$ cat src/rtl/fetch_unit.sv
// Instruction fetch stage: owns the PC, issues word fetches to a synchronous
// IMEM and buffers returned instructions in a small circular queue that feeds
// decode over a valid/ready handshake. A redirect flushes everything in flight.
module fetch_unit #(
    parameter logic [31:0] RESET_PC = 32'h0000_0000,
    parameter int unsigned DEPTH    = 4
) (
    input  logic        clk,
    input  logic        rst,
    output logic [31:0] PC_o,
    output logic        req_o,
    input  logic [31:0] ins_i,
    input  logic        redirect_i,
    input  logic [31:0] redirect_pc_i,
    output logic        valid_D,
    input  logic        ready_D,
    output logic [31:0] instr_D,
    output logic [31:0] pc_D,
    output logic [31:0] pc_plus4_D
);

    localparam int unsigned AW  = $clog2(DEPTH);
    localparam logic [31:0] NOP = 32'h0000_0013;

    logic [31:0]   pc_q, pc_d;
    logic          inflight_q, inflight_d;
    logic [31:0]   pc_inflight_q, pc_inflight_d;
    logic [AW-1:0] rd_ptr_q, rd_ptr_d;
    logic [AW-1:0] wr_ptr_q, wr_ptr_d;
    logic [AW:0]   count_q, count_d;

    logic [31:0]   instr_mem [DEPTH];
    logic [31:0]   pc_mem    [DEPTH];

    logic [AW+1:0] occupancy;
    logic          issue;
    logic          push;
    logic          pop;

    // Target low bits are dropped when the PC is reloaded.
    logic          unused_redirect_lsbs;
    assign unused_redirect_lsbs = ^redirect_pc_i[1:0];

    // Credit check counts queued entries plus the outstanding fetch; a pop in
    // the same cycle is deliberately not credited.
    assign occupancy = {1'b0, count_q} + {{(AW + 1){1'b0}}, inflight_q};
    assign issue     = !rst && !redirect_i && (occupancy < (AW + 2)'(DEPTH));

    // A redirect discards the response arriving in the same cycle.
    assign push      = inflight_q && !redirect_i;
    assign valid_D   = (count_q != '0) && !redirect_i;
    assign pop       = valid_D && ready_D;

    assign PC_o       = pc_q;
    assign req_o      = issue;
    assign pc_plus4_D = pc_D + 32'd4;

    // Head of queue toward decode; NOP at PC 0 when empty.
    always_comb begin
        instr_D = NOP;
        pc_D    = 32'h0;
        if (count_q != '0) begin
            instr_D = instr_mem[rd_ptr_q];
            pc_D    = pc_mem[rd_ptr_q];
        end
    end

    // Next-state for PC, in-flight tracking and queue pointers.
    always_comb begin
        pc_d          = pc_q;
        inflight_d    = 1'b0;
        pc_inflight_d = pc_inflight_q;
        rd_ptr_d      = rd_ptr_q;
        wr_ptr_d      = wr_ptr_q;
        count_d       = count_q;

        if (redirect_i) begin
            pc_d     = {redirect_pc_i[31:2], 2'b00};
            rd_ptr_d = '0;
            wr_ptr_d = '0;
            count_d  = '0;
        end else begin
            if (issue) begin
                pc_d          = pc_q + 32'd4;
                inflight_d    = 1'b1;
                pc_inflight_d = pc_q;
            end
            if (push) begin
                wr_ptr_d = wr_ptr_q + AW'(1);
            end
            if (pop) begin
                rd_ptr_d = rd_ptr_q + AW'(1);
            end
            unique case ({push, pop})
                2'b10:   count_d = count_q + (AW + 1)'(1);
                2'b01:   count_d = count_q - (AW + 1)'(1);
                default: count_d = count_q;
            endcase
        end
    end

    // Control state register with asynchronous reset.
    always_ff @(posedge clk or posedge rst) begin
        if (rst) begin
            pc_q          <= RESET_PC;
            inflight_q    <= 1'b0;
            pc_inflight_q <= 32'h0;
            rd_ptr_q      <= '0;
            wr_ptr_q      <= '0;
            count_q       <= '0;
        end else begin
            pc_q          <= pc_d;
            inflight_q    <= inflight_d;
            pc_inflight_q <= pc_inflight_d;
            rd_ptr_q      <= rd_ptr_d;
            wr_ptr_q      <= wr_ptr_d;
            count_q       <= count_d;
        end
    end

    // Queue storage; the count guards reads, so no reset is needed.
    always_ff @(posedge clk) begin
        if (push) begin
            instr_mem[wr_ptr_q] <= ins_i;
            pc_mem[wr_ptr_q]    <= pc_inflight_q;
        end
    end

endmodule

$ cat config.mk
export PLATFORM = sky130hd
export DESIGN_NAME = fetch_unit
export DESIGN_NICKNAME = d
export VERILOG_FILES = /design/src/rtl/fetch_unit.sv
export SDC_FILE = /design/constraint.sdc
export NUM_CORES = 1
export LEC_CHECK = 0
export BUFFER_PORTS_ARGS = -buffer_cell sky130_fd_sc_hd__buf_2
export CORE_MARGIN = 2
export CORE_UTILIZATION = 52
export DETAILED_ROUTE_END_ITERATION = 8
export PLACE_DENSITY = 0.77
export SYNTH_ARGS = -nofsm -noshare
export SYNTH_HDL_FRONTEND = slang
export SYNTH_SLANG_ARGS = --single-unit
$ cat constraint.sdc
create_clock -name clk -period 2.6 [get_ports clk]
set_input_delay 0.13 -clock clk [delete_from_list [all_inputs] [get_ports clk]]
set_output_delay 0.13 -clock clk [all_outputs]
set_load 0.02 [all_outputs]
### Word level (Yosys, flattened, before mapping)

Memories as Yosys holds them, arrays and structs flattened.
Cells that the tools add are included.

| storage, ports and cells | value |
|---|---|
| latch bits | 0 |
| bits in writable memories | 256 |
| logic and storage cells | 46 |
| register bits after elaboration | 72 |
| input port bits | 68 |
| output and inout bits | 130 |
| memories kept | 2 |
| bits in read-only memories | 0 |

Memories:

| name | words | width | rd ports | clocked after memory_dff | wr ports | RTL line | source |
|---|---|---|---|---|---|---|---|
| instr_mem | 4 | 32 | 1 | 0 | 1 | 32 | `logic [31:0] instr_mem [DEPTH];` |
| pc_mem | 4 | 32 | 1 | 0 | 1 | 33 | `logic [31:0] pc_mem [DEPTH];` |

| cells by class | value |
|---|---|
| shift-type cells | 0 |
| $add $sub $neg | 7 |
| multiply operators | 0 |
| reductions and logical operators | 13 |
| divide/modulo/power cells | 0 |
| muxes and demuxes | 14 |
| bitwise logic cells | 1 |
| equal/unequal tests | 2 |
| order comparisons | 1 |

Operators by type and width:

| operator | count |
|---|---|
| 2-to-1 mux 32 bit | 4 |
| adder 32 x 3 -> 32 bit (second input constant) | 2 |
| 2-to-1 mux 2 bit | 4 |
| case mux 3 bit (2 select lines) | 1 |
| nonzero test 2 bit | 3 |
| nonzero test 3 bit | 2 |
| logical AND 1 bit | 5 |
| adder 2 x 1 -> 2 bit (second input constant) | 2 |
| adder 3 x 1 -> 4 bit | 1 |
| < comparator 4 x 3 -> 1 bit (second input constant) | 1 |
| 2-to-1 mux 1 bit | 4 |
| adder 3 x 1 -> 3 bit (second input constant) | 1 |
| 2-to-1 mux 3 bit | 1 |
| subtractor 3 x 1 -> 3 bit (second input constant) | 1 |
| equality test 2 x 1 -> 1 bit (second input constant) | 1 |
| equality test 2 bit (second input constant) | 1 |
| zero test 1 bit | 2 |
| AND reduction 2 bit | 1 |
| inverter 1 bit | 1 |

### Logic depth before layout (Yosys ltp)

| depth | value |
|---|---|
| depth after elaboration | 6 |
| mapped depth | 13 |
| depth with buffers taken out | 9 |

### Least setup slack after synthesis

OpenSTA, ideal clock, no wires.

| timing | value |
|---|---|
| path type | register -> output |
| start point | reg rd_ptr_q[0] |
| end point | out pc_plus4_D[18] |
| required time | 2.470 ns |
| stages on the path, launching flop included | 12 |
| path slack | -0.482 ns |
| buffers on the path | 2 |
| data arrival time | 2.952 ns |
| cell sequence | dfrtp_1 -> buf_6 -> buf_12 -> mux4_1 -> nand2_1 -> inv_1 -> ha_1 -> and2_1 -> and3_1 -> and3_4 -> and3_1 -> xor2_1 |

| on the way | value |
|---|---|
| word-level cells in the longest chain between the ends | 3 |

RTL lines:

| item | RTL line | source |
|---|---|---|
| start, declared | 28 | `logic [AW-1:0] rd_ptr_q, rd_ptr_d;` |
| start signal, assigned | 115 | `rd_ptr_q <= rd_ptr_d;` |
| memory (4 x 32 bit) | n/a |  |
| 2-to-1 mux 32 bit | 62 | `if (count_q != '0) begin` |
| net pc_D[2] | 18 | `output logic [31:0] pc_D,` |
| adder 32 x 3 -> 32 bit | 56 | `assign pc_plus4_D = pc_D + 32'd4;` |
| end, declared | 19 | `output logic [31:0] pc_plus4_D` |

The timed path passes the listed nets, and every way through them passes these cells.

### Final worst setup path

| timing | value |
|---|---|
| start point | reg rd_ptr_q[1] |
| end point | out pc_plus4_D[17] |

| on the way | value |
|---|---|
| word-level cells in the longest chain between the ends | 3 |

RTL lines:

| item | RTL line |
|---|---|
| memory (4 x 32 bit) | n/a |
| 2-to-1 mux 32 bit | 62 |
| adder 32 x 3 -> 32 bit | 56 |

No other way between the ends.

==> flow_summary_export.csv <==
group,metric,value,unit
outcome,status,"finished with violations",
outcome,violations,"setup timing",
layout,fillerInstances,1614,
detailed_routing,via_per_inst,5.72,
clocking,clockRootBuffer,"clkbuf_16",
die,initial_core_util,52.6,%
synthesis,yosysWarningCount,0,
power_and_ir_drop,intPower,11900,uW
die,die_x,166,um
layout,drive_above_1_share,36.8,%
timing,period_share,118,%
global_routing,globalRoute.totalOverflow,0,
layout,fin_nets,1305,
setup_path,required,2.47,ns
setup_path,crit_path_top_delay_cell,"dfrtp_2",
timing,rsz0062_at_grt,"yes",
detailed_routing,drc,0,
clocking,numCtsBuffers,31,
synthesis,yosysSeqAreaShare,67.1,%
layout,multi_input_comb_area,4520,um2
synthesis,syn_area,13600,um2
synthesis,synth-edff-count,248,
global_routing,met2_usage,36.9,%
global_routing,track_usage,22.7,%
setup_path,cp.arrival,2.93,ns
clocking,clock_sinks,316,
place,place_area,15200,um2
synthesis,synth_seq_cells,316,
setup_path,r2r_cells,8,
place,io_buffers,189,
detailed_routing,vias,9092,
timing,max_freq,0.327,GHz
timing,worst_slew_pin_slew,1.06,ns
synthesis,synth_async_sr_flop_share,21.5,%
power_and_ir_drop,sw_frac_of_total,35.1,%
die,die_area,27500,um2
global_routing,grt_first_pass_wirelength,49700,um
synthesis,synth_top_area_cell,"edfxtp_1",
synthesis,yosys-top-cells-count,"248 x edfxtp_1, 156 x nand2_1, 68 x dfrtp_1",
timing,fin_skew,0.0111,ns
die,fp.dieH,166,um
clocking,cts_buffer_depth,3,
detailed_routing,firstDrtPassIters,7,
synthesis,netlist-cell-type-count,60,
die,core_area,25900,um2
global_routing,grt_pass1_vias,8890,
setup_path,r2r_end,"PC_o[18]",
place,dp_hpwl,19500,um
detailed_routing,wl_per_cell,21.4,um
place,gp_congestion,0.851,
timing,hold_ws,0.258,ns
timing,fin_crit,3.06,ns
detailed_routing,wl,33900,um
power_and_ir_drop,pwr-share-clk,24.2,%
synthesis,yosysMostFrequentCell,"edfxtp_1",
clocking,cts_max_level,1,
timing,setup_ws,-0.462,ns
power_and_ir_drop,irDropWorstVdd,0.000771,V
setup_path,worst-setup-path-type,"reg2out",
setup_path,r2r_setup_slack,0.29,ns
synthesis,syn_inst,906,
setup_path,path_cells,"buf_4 -> mux2i_1 -> nor4_4 -> o2111ai_4 -> nor3_4 -> buf_6 -> nand3_4 -> xnor2_2 -> buf_6",
die,num_rows,59,
layout,final_area,17800,um2
setup_path,end_kind,"primary output",
run,cap_violations,0,
synthesis,syn_avg_cell_area,15.1,um2
layout,area_growth,30.2,%
setup_path,cp_max_fo,8,
synthesis,synth_top_cell_area_share,54.6,%
setup_path,rr_startpoint,"PC_o[2]",
clocking,clkLatencyLatePin,0.55,ns
power_and_ir_drop,power.density,1030,nW/um2
worst_hold_path,hold_path.class,"in2async",
detailed_routing,final_antenna_net_count,0,
power_and_ir_drop,combPwrFrac,39.7,%
global_routing,antenna_found_initial,0,
global_routing,grtUsageMet1,32.5,%
setup_path,cp-start-kind,"flip-flop",
power_and_ir_drop,seqPwrFrac,36.1,%
place,pre_cts_slack,0.0223,ns
power_and_ir_drop,p_switching,6440,uW
timing,hold_violations,0,
clocking,clk_pin_slew,0.06,ns
layout,antennaDiodeCount,0,
timing,finalSetupViolCount,40,
global_routing,grt_use_met3,4.53,%
timing,slew_violations,0,
global_routing,grt_start_max_net_pins,63,
setup_path,cp_common_cell,"buf_6",
layout,seq_area,9150,um2
synthesis,synth_area_leaders,"edfxtp_1 55%, dfrtp_1 12%, mux4_2 6.3%",
detailed_routing,drt_iter0_drc,943,
power_and_ir_drop,leakage,0.00699,uW
synthesis,synth-main-ff-cell,"edfxtp_1",
clocking,cts_tree,"built",
setup_path,critPathMaxStageDelay,0.50,ns
timing,slew_headroom,29.0,%
global_routing,grt_busiest_layer,"met2",
die,ios,198,
## cell usage in the layout (no fill, tap or decap), types with 16 or more instances in the layout
master,instances
mux4_2,54
buf_2,155
buf_4,93
dlygate4sd3_1,65
and2_1,44
o21ai_0,28
nor2_1,28
clkbuf_16,32
buf_6,16
dfrtp_1,66
nand2_1,145
edfxtp_1,248
## final cells by class
cell class	instances	share of cell area, %
tap	335	2.36
clock inverter	17	1.03
sequential	316	51.5
multi-input combinational	523	25.5
timing repair buffer	342	14.6
clock buffer	40	4.67
inverter	16	0.352
## cells by family after synthesis
| kind of cell | Yosys count | synth area share (%) |
|---|---|---|
| AO/OA/AOI/OAI | 69 | 3.50 |
| XOR/XNOR | 35 | 2.25 |
| adder cells (fa/ha/maj) | 7 | 0.697 |
| buffers and inverters | 72 | 2.64 |
| flip-flops | 316 | 67.1 |
| multiplexers | 69 | 11.2 |
| other | 1 | 0.0275 |
| AND/OR/NAND/NOR | 337 | 12.6 |
## power by group through the flow
stage	registers (uW)	clock network [uW]	logic, uW
final	6620	4440	7290
after CTS	6600	4470	6580
after floorplan	6550	0	3890
after global routing	6680	4680	7680
after global placement	6630	0	5840
after detailed placement	6680	0	5910
## worst max-delay path, delay by kind of cell (launching register included)
kind | cells | cell delay [ns]
simple gates | 3 | 0.80
mux | 1 | 0.20
flops | 1 | 0.50
xor+xnor | 1 | 0.21
buf+inv | 3 | 0.48
compound gates | 1 | 0.18
## metrics by stage
stage	power (uW)	cells	util, %	setup TNS, ns
2_1_floorplan	10400	911	-	-0.142
3_3_place_gp	12500	1427	58.8	0
3_5_place_dp	12600	1427	58.8	0
4_1_cts	17600	1566	66.9	-9.39
5_1_grt	19000	1589	68.5	-15.50
6_report	18300	1589	68.5	-12.20
## worst max-delay path by stage
stage           startpoint             end  slack, ns  cells after the start
2_1_floorplan  rd_ptr_q[0]  pc_plus4_D[18]      -0.14                     11
3_3_place_gp   rd_ptr_q[0]  pc_plus4_D[31]       0.05                      8
3_5_place_dp   rd_ptr_q[0]  pc_plus4_D[31]       0.02                      8
4_1_cts        rd_ptr_q[0]  pc_plus4_D[18]      -0.43                      9
5_1_grt        rd_ptr_q[1]  pc_plus4_D[17]      -0.55                      9
6_report       rd_ptr_q[1]  pc_plus4_D[17]      -0.46                      9
## sequential cells by signal, summed over array words and instances (netlist names)
signal         flops
instr_mem        128
pc_mem           120
PC_o              30
pc_inflight_q     30
count_q            3
rd_ptr_q           2
wr_ptr_q           2
inflight_q         1
## per-layer routing
metal	wire length, um	part of all wire (%)
met2	16400	48
met4	741	2.2
met1	13800	41
met3	2940	8.7
met5	0	0
## repair_timing
item	in CTS	in global routing
resized for setup	77	67
buffers inserted	14	23
pin swaps	23	21
hold buffers	65	0
cloned	3	1
endpoints found under the hold margin	197	0
setup endpoints to repair	36	60
Note: power is estimated with default switching activity, not from simulation.
